===== config.mk =====
export PLATFORM = sky130hd
export DESIGN_NAME = mul_share_arbiter
export DESIGN_NICKNAME = d
export VERILOG_FILES = /design/src/rtl/mul_arb_pkg.sv /design/src/rtl/rr_arbiter.sv /design/src/rtl/mul_share_arbiter.sv
export SDC_FILE = /design/constraint.sdc
export NUM_CORES = 1
export LEC_CHECK = 0
export ABC_AREA = 1
export CORE_UTILIZATION = 57
export CTS_BUF_LIST = sky130_fd_sc_hd__clkbuf_16
export CTS_CLUSTER_DIAMETER = 100
export DETAILED_ROUTE_END_ITERATION = 7
export PLACE_DENSITY_LB_ADDON = 0.15
export SLEW_MARGIN = 20
export SYNTH_ARGS = -nofsm -noshare
export SYNTH_HDL_FRONTEND = slang
export SYNTH_SLANG_ARGS = --single-unit

===== constraint.sdc =====
create_clock -name CLK -period 16.2 [get_ports CLK]
set_clock_uncertainty 0.1 [all_clocks]
set_input_delay 4.05 -clock CLK [delete_from_list [all_inputs] [get_ports CLK]]
set_output_delay 4.05 -clock CLK [all_outputs]
set_load 0.02 [all_outputs]

===== src/rtl/mul_arb_pkg.sv =====
// Shared helpers for the time-shared multiplier arbiter:
// tag-width helper, stats counter width, saturating increment.
package mul_arb_pkg;

  localparam int CNT_W = 16;

  function automatic int idw_f(input int n);
    return (n <= 2) ? 1 : $clog2(n);
  endfunction

  function automatic logic [CNT_W-1:0] sat_inc(
    input logic [CNT_W-1:0] v,
    input logic             inc
  );
    if (inc && (v != '1)) return v + CNT_W'(1);
    return v;
  endfunction

endpackage


===== src/rtl/rr_arbiter.sv =====
// Combinational round-robin picker: first set req bit from ptr_i upward.
// Ports: req_i/ptr_i/en_i in; one-hot gnt_o, index idx_o, any_o out.
module rr_arbiter
  import mul_arb_pkg::*;
#(
  parameter int NREQ = 4,
  parameter int IDW  = idw_f(NREQ)
) (
  input  logic [NREQ-1:0] req_i,
  input  logic [IDW-1:0]  ptr_i,
  input  logic            en_i,
  output logic [NREQ-1:0] gnt_o,
  output logic [IDW-1:0]  idx_o,
  output logic            any_o
);

  always_comb begin
    int            jj;
    logic [IDW-1:0] j;
    logic          found;
    gnt_o = '0;
    idx_o = '0;
    any_o = 1'b0;
    found = 1'b0;
    jj    = 0;
    j     = '0;
    for (int k = 0; k < NREQ; k++) begin
      jj = int'(ptr_i) + k;
      if (jj >= NREQ) jj = jj - NREQ;
      j = IDW'(jj);
      if (en_i && !found && req_i[j]) begin
        found    = 1'b1;
        gnt_o[j] = 1'b1;
        idx_o    = j;
      end
    end
    any_o = found;
  end

endmodule


===== src/rtl/mul_share_arbiter.sv =====
// One registered NxN multiplier shared round-robin by NREQ requesters.
// Ports: CLK, RST(sync high), EN, R_IN1/2, D_IN1/2 in; ACK, R_OUT,
// D_OUT, BUSY out. MUL_ARB_STATS_EN adds GRANTS and STALLS counters.
module mul_share_arbiter
  import mul_arb_pkg::*;
#(
  parameter int N    = 16,
  parameter int NREQ = 4,
  parameter int IDW  = idw_f(NREQ)
) (
  input  logic              CLK,
  input  logic              RST,
  input  logic              EN,
  input  logic [NREQ-1:0]   R_IN1,
  input  logic [NREQ*N-1:0] D_IN1,
  input  logic [NREQ-1:0]   R_IN2,
  input  logic [NREQ*N-1:0] D_IN2,
  output logic [NREQ-1:0]   ACK,
  output logic [NREQ-1:0]   R_OUT,
  output logic [NREQ*N-1:0] D_OUT,
  output logic              BUSY
`ifdef MUL_ARB_STATS_EN
  ,
  output logic [NREQ*CNT_W-1:0] GRANTS,
  output logic [CNT_W-1:0]      STALLS
`endif
);

  logic [NREQ-1:0] elig;
  logic [NREQ-1:0] gnt;
  logic [IDW-1:0]  gidx;
  logic            gany;

  logic [IDW-1:0] ptr_q, ptr_d;
  logic           s1_v_q;
  logic [N-1:0]   s1_a_q, s1_b_q;
  logic [IDW-1:0] s1_id_q;
  logic           s2_v_q;
  logic [IDW-1:0] s2_id_q;
  logic [NREQ-1:0][N-1:0] dout_q;

  logic [2*N-1:0] full_p;
  logic [N-1:0]   s2_p_d;

  assign elig = R_IN1 & R_IN2;

  rr_arbiter #(
    .NREQ (NREQ),
    .IDW  (IDW)
  ) u_arb (
    .req_i (elig),
    .ptr_i (ptr_q),
    .en_i  (EN & ~RST),
    .gnt_o (gnt),
    .idx_o (gidx),
    .any_o (gany)
  );

  assign ACK = gnt;

  always_comb begin
    ptr_d = ptr_q;
    if (gany) begin
      ptr_d = (gidx == IDW'(NREQ-1)) ? '0 : gidx + IDW'(1);
    end
  end

  assign full_p = s1_a_q * s1_b_q;
  assign s2_p_d = (s1_b_q == '0) ? '0 : full_p[N-1:0];

  // The result slot is written on the same edge that loads stage 2,
  // so D_OUT already carries the product while R_OUT pulses.
  always_ff @(posedge CLK) begin
    if (RST) begin
      ptr_q   <= '0;
      s1_v_q  <= 1'b0;
      s1_a_q  <= '0;
      s1_b_q  <= '0;
      s1_id_q <= '0;
      s2_v_q  <= 1'b0;
      s2_id_q <= '0;
      dout_q  <= '0;
    end else if (EN) begin
      ptr_q   <= ptr_d;
      s1_v_q  <= gany;
      s1_a_q  <= D_IN1[gidx*N +: N];
      s1_b_q  <= D_IN2[gidx*N +: N];
      s1_id_q <= gidx;
      s2_v_q  <= s1_v_q;
      s2_id_q <= s1_id_q;
      if (s1_v_q) dout_q[s1_id_q] <= s2_p_d;
    end
  end

  always_comb begin
    R_OUT = '0;
    if (s2_v_q) R_OUT[s2_id_q] = 1'b1;
  end

  assign D_OUT = dout_q;
  assign BUSY  = s1_v_q | s2_v_q;

`ifdef MUL_ARB_STATS_EN
  logic [NREQ-1:0][CNT_W-1:0] grants_q;
  logic [CNT_W-1:0]           stalls_q;

  always_ff @(posedge CLK) begin
    if (RST) begin
      grants_q <= '0;
      stalls_q <= '0;
    end else if (EN) begin
      for (int i = 0; i < NREQ; i++) begin
        grants_q[i] <= sat_inc(grants_q[i], gnt[i]);
      end
      stalls_q <= sat_inc(stalls_q, |(elig & ~gnt));
    end
  end

  assign GRANTS = grants_q;
  assign STALLS = stalls_q;
`endif

endmodule


; Yosys cells after proc, flatten, opt, wreduce, memory -nomap -nowiden
; Index checks and enable logic that the tools add are counted.
[classes]
add_sub_neg = 8
mul = 1
order_cmp = 16
eq_ne = 1
shifts = 2
muxes = 40
bitwise = 7
reduce_logical = 19
[op_table]
columns = cell, count
row1 = indexed part select 64 x 7 -> 16 bit, 2
row2 = bitwise mux 64 bit, 1
row3 = demux 16 bit (select 2 bit), 1
row4 = 2-to-1 mux 16 bit, 2
row5 = 2-to-1 mux 4 bit, 5
row6 = < comparator 2 x 3 -> 1 bit (second input constant), 6
row7 = 2-to-1 mux 2 bit, 9
row8 = logical NOT 16 bit, 1
row9 = multiplier 16 x 16 -> 16 bit, 1
row10 = logical AND 1 bit, 13
row11 = 2-to-1 mux 1 bit, 13
row12 = >= comparator 2 x 1 -> 1 bit (second input constant), 6
row13 = bitwise OR 4 bit, 3
row14 = demux 1 bit (select 2 bit), 5
row15 = >= comparator 3 bit (second input constant), 3
row16 = binary-select mux 1 bit (select 2 bit), 4
row17 = subtractor 2 x 1 -> 2 bit (second input constant), 4
row18 = adder 2 x 2 -> 3 bit (second input constant), 2
row19 = AND 4 bit, 1
row20 = AND reduction 2 bit, 2
row21 = adder 2 x 1 -> 3 bit (second input constant), 1
row22 = >= comparator 2 x 3 -> 1 bit (second input constant), 1
row23 = logical NOT 1 bit, 3
row24 = adder 2 x 1 -> 2 bit (second input constant), 1
row25 = 4 further kinds, 4
[word_totals]
regBits = 104
in_bits = 139
out_inout_bits = 73
elab_cells = 105

; Longest topological paths before layout
[logic_depth]
word_depth = 20
ltp_mapped = 31

; Hierarchy
; A second synthesis with hierarchy kept.
[unflattened]
cells_unflattened = 1347
hier_area_um2 = 9609.2
[modules_own_cells]
columns = mod, instances, cells_per_inst, area_each_um2, seq_area_each_um2
row1 = mul_share_arbiter, 1, 1256, 9062.4, 2082.0
row2 = rr_arbiter, 1, 91, 546.8, 0.0

; Worst setup path after synthesis
; Ideal clock, no wire load.
[synth_timing]
path_type = input to output
start = input port RST
end = output port ACK[2]
arrival_time_ns = 5.148
required_ns = 12.050
slack_ns = 6.902
cell_stages = 6
n_path_buf = 1
path_cell_list = buf_2 -> nor2_2 -> nand2_1 -> inv_1 -> nand3_1 -> o21ai_0
[synth_via]
elab_chain_len = 16
word_cells_on_any_way = 22
classes_between = 7 x mux / 5 x bitwise / 10 x reduce/logical
[synth_rtl]
columns = element, line_no
row1 = from (decl), mul_share_arbiter.sv:12  ; input logic RST,
row2 = NOT 1 bit (*), mul_share_arbiter.sv:53  ; .en_i (EN & ~RST),
row3 = AND 1 bit (*), mul_share_arbiter.sv:53
row4 = logical AND 1 bit, rr_arbiter.sv:31  ; if (en_i && !found && req_i[j]) begin
row5 = 2-to-1 mux 1 bit, rr_arbiter.sv:31
row6 = logical NOT 1 bit, rr_arbiter.sv:31
row7 = logical AND 1 bit (2 in series), rr_arbiter.sv:31
row8 = 2-to-1 mux 1 bit, rr_arbiter.sv:31
row9 = logical NOT 1 bit, rr_arbiter.sv:31
row10 = logical AND 1 bit (2 in series), rr_arbiter.sv:31
row11 = 2-to-1 mux 1 bit, rr_arbiter.sv:31
row12 = logical NOT 1 bit, rr_arbiter.sv:31
row13 = logical AND 1 bit (2 in series), rr_arbiter.sv:31
row14 = 2-to-1 mux 4 bit (*), rr_arbiter.sv:31
row15 = to (decl), mul_share_arbiter.sv:18  ; output logic [NREQ-1:0] ACK,
; Every way passes the cells marked *; elsewhere a longest branch is shown, timed or not.

; Worst setup path after layout
[layout_timing]
start = input port EN
end = output port ACK[1]
[layout_via]
elab_chain_len = 15
word_cells_on_any_way = 21
classes_between = 7 x mux / 4 x bitwise / 10 x reduce/logical
[layout_rtl]
columns = element, line_no
row1 = from (decl), mul_share_arbiter.sv:13  ; input logic EN,
row2 = AND 1 bit (*), mul_share_arbiter.sv:53
row3 = logical AND 1 bit, rr_arbiter.sv:31
row4 = 2-to-1 mux 1 bit, rr_arbiter.sv:31
row5 = logical NOT 1 bit, rr_arbiter.sv:31
row6 = logical AND 1 bit (2 in series), rr_arbiter.sv:31
row7 = 2-to-1 mux 1 bit, rr_arbiter.sv:31
row8 = logical NOT 1 bit, rr_arbiter.sv:31
row9 = logical AND 1 bit (2 in series), rr_arbiter.sv:31
row10 = 2-to-1 mux 1 bit, rr_arbiter.sv:31
row11 = logical NOT 1 bit, rr_arbiter.sv:31
row12 = logical AND 1 bit (2 in series), rr_arbiter.sv:31
row13 = 2-to-1 mux 4 bit (*), rr_arbiter.sv:31
; Marked as above.

==> metrics.txt <==
status=finished with violations; failing checks=design-rule violations; final-stage net count=1,941; TritonCTS clock tree=built; reg2reg start=s1_b_q[2]; cells along the critical path=buf_2, inv_2, nor2_2, inv_1, nor2_1, inv_2, o22ai_1, a221o_1, clkdlybuf4s50_1; Yosys cell types=36; Synth Cell Area=9760 um^2; CP peak stage delay=0.76 ns; Post-synth top cells=423 x nand2_1, 324 x inv_1, 154 x nand3_1; Mapped Nets=1,791; Startpoint Class=input port; Via Count=9,944; Async SR Flop Fraction=0%; Ant. Diodes=0; Worst Reg-to-Reg Cells=23; CORE AREA=16,600 um^2; first-pass detailed-route iteration total=8; Clock Tree Buf Depth=2; unrepaired setup endpoints after global routing=false; Crit path arrival time=6.81 ns; critical path's slowest cell=buf_2; Synth area leaders=dfxtp_1 21%, fa_1 16%, nand2_1 16%; DIE WIDTH=133 um; Routed WL=30,400 um; Min-Delay Startpoint=s2_v_q; post-synth top area cell=dfxtp_1; EDFF count, synth=0; Hold Crit Depth=2; maxcap violations=0; CP endpoint kind=output port; DR iter-0 viols=961; period utilisation layout=67.6%; Lkg Pwr=6.64 nW; CTS Root Cell=clkbuf_16; post-synthesis register bit count=104; # clock sinks=104; initial antenna violation count=0; TritonCTS Buffers=9; DRC=3; CP max FO=58; layout cells sized above 1=2.93%; Setup-failing EPs final=0; clock period minus worst slack=10.96 ns; CP required=12.05 ns; P&R area growth vs syn=24.5%; top cell type's share of synthesized area=21.3%; WHS=0.416 ns; Core Rows=47; count leader, synth=nand2_1; syn_area_per_cell=6.43 um^2; Routed WL per cell=16.1 um; dpl cell area=11,900 um^2; Slew @ Worst Pin=1.04 ns; Most used DFF post-synth=dfxtp_1; vias in the first global route=9,407; first-pass GRT wire length=48,100 um; Final TNS setup=0 ns; postcts setup bufs=0; Top Ports=212; max-slew violation count=0; vias per cell=5.25; Placer Congestion=0.979; sequential area share after synthesis=21.3%; fmax=91.3 MHz; Detailed Place HPWL=23,600 um; cell family with most CP delay=buffers and inverters; peak supply drop=0.0000954 V; initial core utilization=58.7%; max_slew headroom=30.7%; hold buffer count at cts=0; worst reg2reg endpoint=D_OUT[31]; Die Y=133 um; clk_lat worst skew=0.35 ns; Hold Path End=s2_v_q; reg2reg setup slack=10.04 ns; Worst Path Buf+Inv=5; overflow left after global routing=0; Hold Path Class=flop to flop; Final Hold Violating Endpoints=0; pwr dens=84.3 nW/um^2; CTS clock-pin slew for the worst setup and hold paths=0.06 ns; pin count of the biggest net entering global routing=70; YS warnings=0; GRT Total Usage=34.8%; Die ar.=17,700 um^2; Post-Synthesis Cells=1,519; antenna viol nets, final=0; final instance area=12,200 um^2; Setup CP Type=input port to output port; post-CTS sizing=0; most frequent CP cell=inv_2; H-Tree Depth=3; I/O Buffers=211
==> cell usage in the layout, fill, tap and decap left out, drive strengths merged <==
master         instances
nand2                427
inv                  332
clkdlybuf4s50        210
nand3                157
dfxtp                104
a21oi                 85
nor2                  84
fa                    80
o21ai                 79
ha                    53
buf                   11
clkbuf                 9
nor3                   9
nand4                  6
nor4                   5
or2                    4
a31oi                  3
clkinv                 3
o22ai                  2
nand3b                 2
o2111ai                1
a221o                  1
a221oi                 1
xor2                   1
a21boi                 1
o31ai                  1
o21bai                 1
a41oi                  1
clkinvlp               1
==> where the power goes <==
group	internal, mW	leakage [nW]	switching, mW
registers	0.271	0.848	0.0409
logic	0.180	5.65	0.323
clock network	0.106	0.141	0.103
==> worst max path at each step <==
| stage | start | end | slack [ns] | cells after the start |
|---|---|---|---|---|
| 2_1_floorplan | RST | ACK[2] | 6.90 | 6 |
| 5_1_grt | EN | ACK[2] | 5.09 | 10 |
| 3_3_place_gp | EN | ACK[1] | 5.33 | 9 |
| 6_report | EN | ACK[1] | 5.24 | 9 |
| 4_1_cts | EN | ACK[1] | 5.32 | 9 |
| 3_5_place_dp | EN | ACK[2] | 5.33 | 10 |
==> flip-flops by register name (all words and copies together), names as in the netlist, named ones only <==
register and flops:
D_OUT 64, ptr_q 1, s1_a_q 16, s1_b_q 16, s1_id_q 2, s1_v_q 1
s2_id_q 2, s2_v_q 1
==> cells by family (layout without fill, tap and decap cells) <==
logic type / count (synthesis) / in the layout / synth area share (%)
flops: 104 / 104 / 21.3
compound gates: 176 / 176 / 9.37
fa+ha+maj: 133 / 133 / 23.2
buf+inv: 411 / 566 / 16.4
simple gates: 694 / 694 / 29.6
xor+xnor: 1 / 1 / 0.0897
==> final cells by class <==
cell class	instances	area, um^2
clock buffer	9	225
inverter	329	1230
multi-input combinational	1004	6100
timing repair buffer	221	2180
fill	1370	4490
sequential	104	2080
tap	220	275
clock inverter	7	56.3
==> worst min-delay path, delay by kind of cell (launching register included) <==
| kind | cells | cell delay [ns] |
|---|---|---|
| flip-flops | 1 | 0.34 |
| AND/OR/NAND/NOR | 1 | 0.07 |
| AO/OA/AOI/OAI | 1 | 0.05 |
==> per-stage QoR <==
step           setup slack (ns)  utilization [%]  power [mW]  cells
3_3_place_gp               5.33             71.3       0.805   1878
5_1_grt                    5.09             73.0        1.10   1894
3_5_place_dp               5.33             71.3       0.813   1878
6_report                   5.24             73.0        1.02   1894
2_1_floorplan              6.90                -       0.641   1519
4_1_cts                    5.32             73.0        1.02   1894
==> per-layer routing <==
metal | vias to the layer above | GRT usage [%] | share of wire, % | routed length (um)
met5 | - | 0 | 0 | 0
met4 | 0 | 9.07 | 2.2 | 660
met3 | 52 | 8.70 | 9.8 | 2980
met2 | 418 | 56.8 | 46 | 14100
met1 | 4568 | 45.7 | 42 | 12700
li1 | 4906 | - | - | -
Note: power is estimated with default switching activity, not from simulation.
==> edit: new RTL, config.mk and constraints unchanged <==
Build with the macro `MUL_ARB_STATS_EN` defined.
--- a/src/rtl/mul_share_arbiter.sv
+++ b/src/rtl/mul_share_arbiter.sv
@@ -1,6 +1,8 @@
 // One registered NxN multiplier shared round-robin by NREQ requesters.
 // Ports: CLK, RST(sync high), EN, R_IN1/2, D_IN1/2 in; ACK, R_OUT,
 // D_OUT, BUSY out. MUL_ARB_STATS_EN adds GRANTS and STALLS counters.
+`define MUL_ARB_STATS_EN
+
 module mul_share_arbiter
   import mul_arb_pkg::*;
 #(
New outputs: GRANTS and STALLS. Function: not settled (the Yosys comparison gave no result); the edit may change what the design does.
==> edit against the original RTL <==
Cell area up 45%; sequential power up 89%; combinational power up 110%; die area up 44%; wire length up 34%; total power up 100%; worst setup slack better by 0.28 ns; sequential cell count up 80; area after synthesis up 45%; sequential share of layout area up 3.7 points; critical path type unchanged; critical endpoint is now ACK[3]; largest power group unchanged.
==> edit: results (changes against the original RTL) <==
metric	value	unit	change
outcome	finished clean		
wl	40900	um	+34%
synth.area.top_cells	dfxtp_1 (26%), nand2_1 (15%), fa_1 (11%), inv_1 (9.8%), ha_1 (5.6%)		
n_all_inverters	383		+16%
cp-endpoint	ACK[3]		
gp_congestion	0.940		-3.9%
numCtsBuffers	17		+8
grt_first_pass_wirelength	66900	um	+39%
design.seq.count	184		+77%
multi_input_area	8590	sq um	+41%
seq_share	20.8	%	+3.7 points
place_hpwl	30800	um	+31%
r2r_cells	18		-22%
clock_latency	0.45	ns	+0.10 ns
n_all_buffers	298		+35%
fill_cells	2020		+47%
placed_cells	2652		+41%
drtIter0Drc	1009		+5.0%
worst_ep_arrival_time	6.53	ns	-0.28 ns
synthTopCellsByCount	nand2_1 (582), inv_1 (371), dfxtp_1 (184)		
nets	2629		+35%
wl_per_cell	15.3	um	-5.1%
grt_max_degree	78		+11%
crit_slowest_cell	clkdlybuf4s50_1		
syn_area_per_cell	6.64	sq um	+3.2%
grt_use_total	32.5	%	-2.3 points
regToRegSetupSlack	10.27	ns	+0.23 ns
max_stage_delay	0.62	ns	-0.14 ns
relSlewSlack	42.4	%	+12 points
p_leak	8.29	nW	+25%
first_global_vias	13900		+47%
crit_fanout	69		+19%
worstHoldEndpoint	GRANTS[56]$_SDFFE_PP0P_		
layout.nonclk_buf_share	16.7	%	-1.2 points
rr_endpoint	D_OUT[46]$_SDFFE_PP0P_		
irDropWorstVdd	0.139	mV	+46%
h-tree-depth	4		+1
portBuffers	291		+38%
hold_start	GRANTS[56]$_SDFFE_PP0P_		
final_layout_size_suffix_gt1_share	3.47	%	+0.55 points
cts.clk_slew.worst_paths	0.08	ns	+0.02 ns
syn_nets	2413		+35%
layout.comb_gates.multi_input	1463		+46%
yosysUniqueCellTypes	41		+14%
-- edit: cell count changes in the layout (fill, tap and decap cells not counted), moves of 10 or more --
cell	unedited run	this run
o21ai_0	77	97
nor3_1	7	36
dfxtp_1	104	184
nand4_1	5	25
xnor2_1	0	17
clkdlybuf4s50_1	210	289
inv_1	324	370
a21oi_1	85	144
nor2_1	82	131
nand3b_1	2	36
xor2_1	1	37
nand2_1	423	581
ha_1	53	63
-- edit: kinds of logic (layout without fill, tap and decap cells) --
logic type	count (synthesis)	in the layout	synth area share, %
fa+ha+maj	143	143	16.9
flops	184	184	26.0
xor+xnor	54	54	3.34
simple gates	1010	1010	31.1
compound gates	256	256	9.25
buf+inv	484	713	13.4
-- edit: where the power goes --
group | internal (mW) | leakage, nW | switching [mW]
registers | 0.493 | 1.49 | 0.0959
logic | 0.365 | 6.50 | 0.673
clock network | 0.209 | 0.293 | 0.211
-- edit: layer usage --
metal | up-vias | global-route usage (%) | wire length (um)
li1 | 7049 | - | -
met1 | 6539 | 39.3 | 16600
met2 | 642 | 54.7 | 19200
met3 | 129 | 6.77 | 3380
met4 | 0 | 16.2 | 1770
met5 | - | 0 | 0
-- edit: worst max-delay path, delay by kind of cell --
family	cells	cell delay, ns
buffers and inverters	4	1.48
and+or+nand+nor	5	0.96
-- edit: through the flow --
step / worst slack (ns) / utilization [%] / hold WS [ns] / instance area, sq um
global placement: 5.55 / 70.2 / 0.357 / 17100
detailed placement: 5.53 / 70.2 / 0.371 / 17100
finish: 5.52 / 72.7 / 0.389 / 17700
global route: 5.31 / 72.7 / 0.411 / 17700
floorplan: 6.98 / - / 0.367 / 14100
CTS: 5.53 / 72.6 / 0.386 / 17700
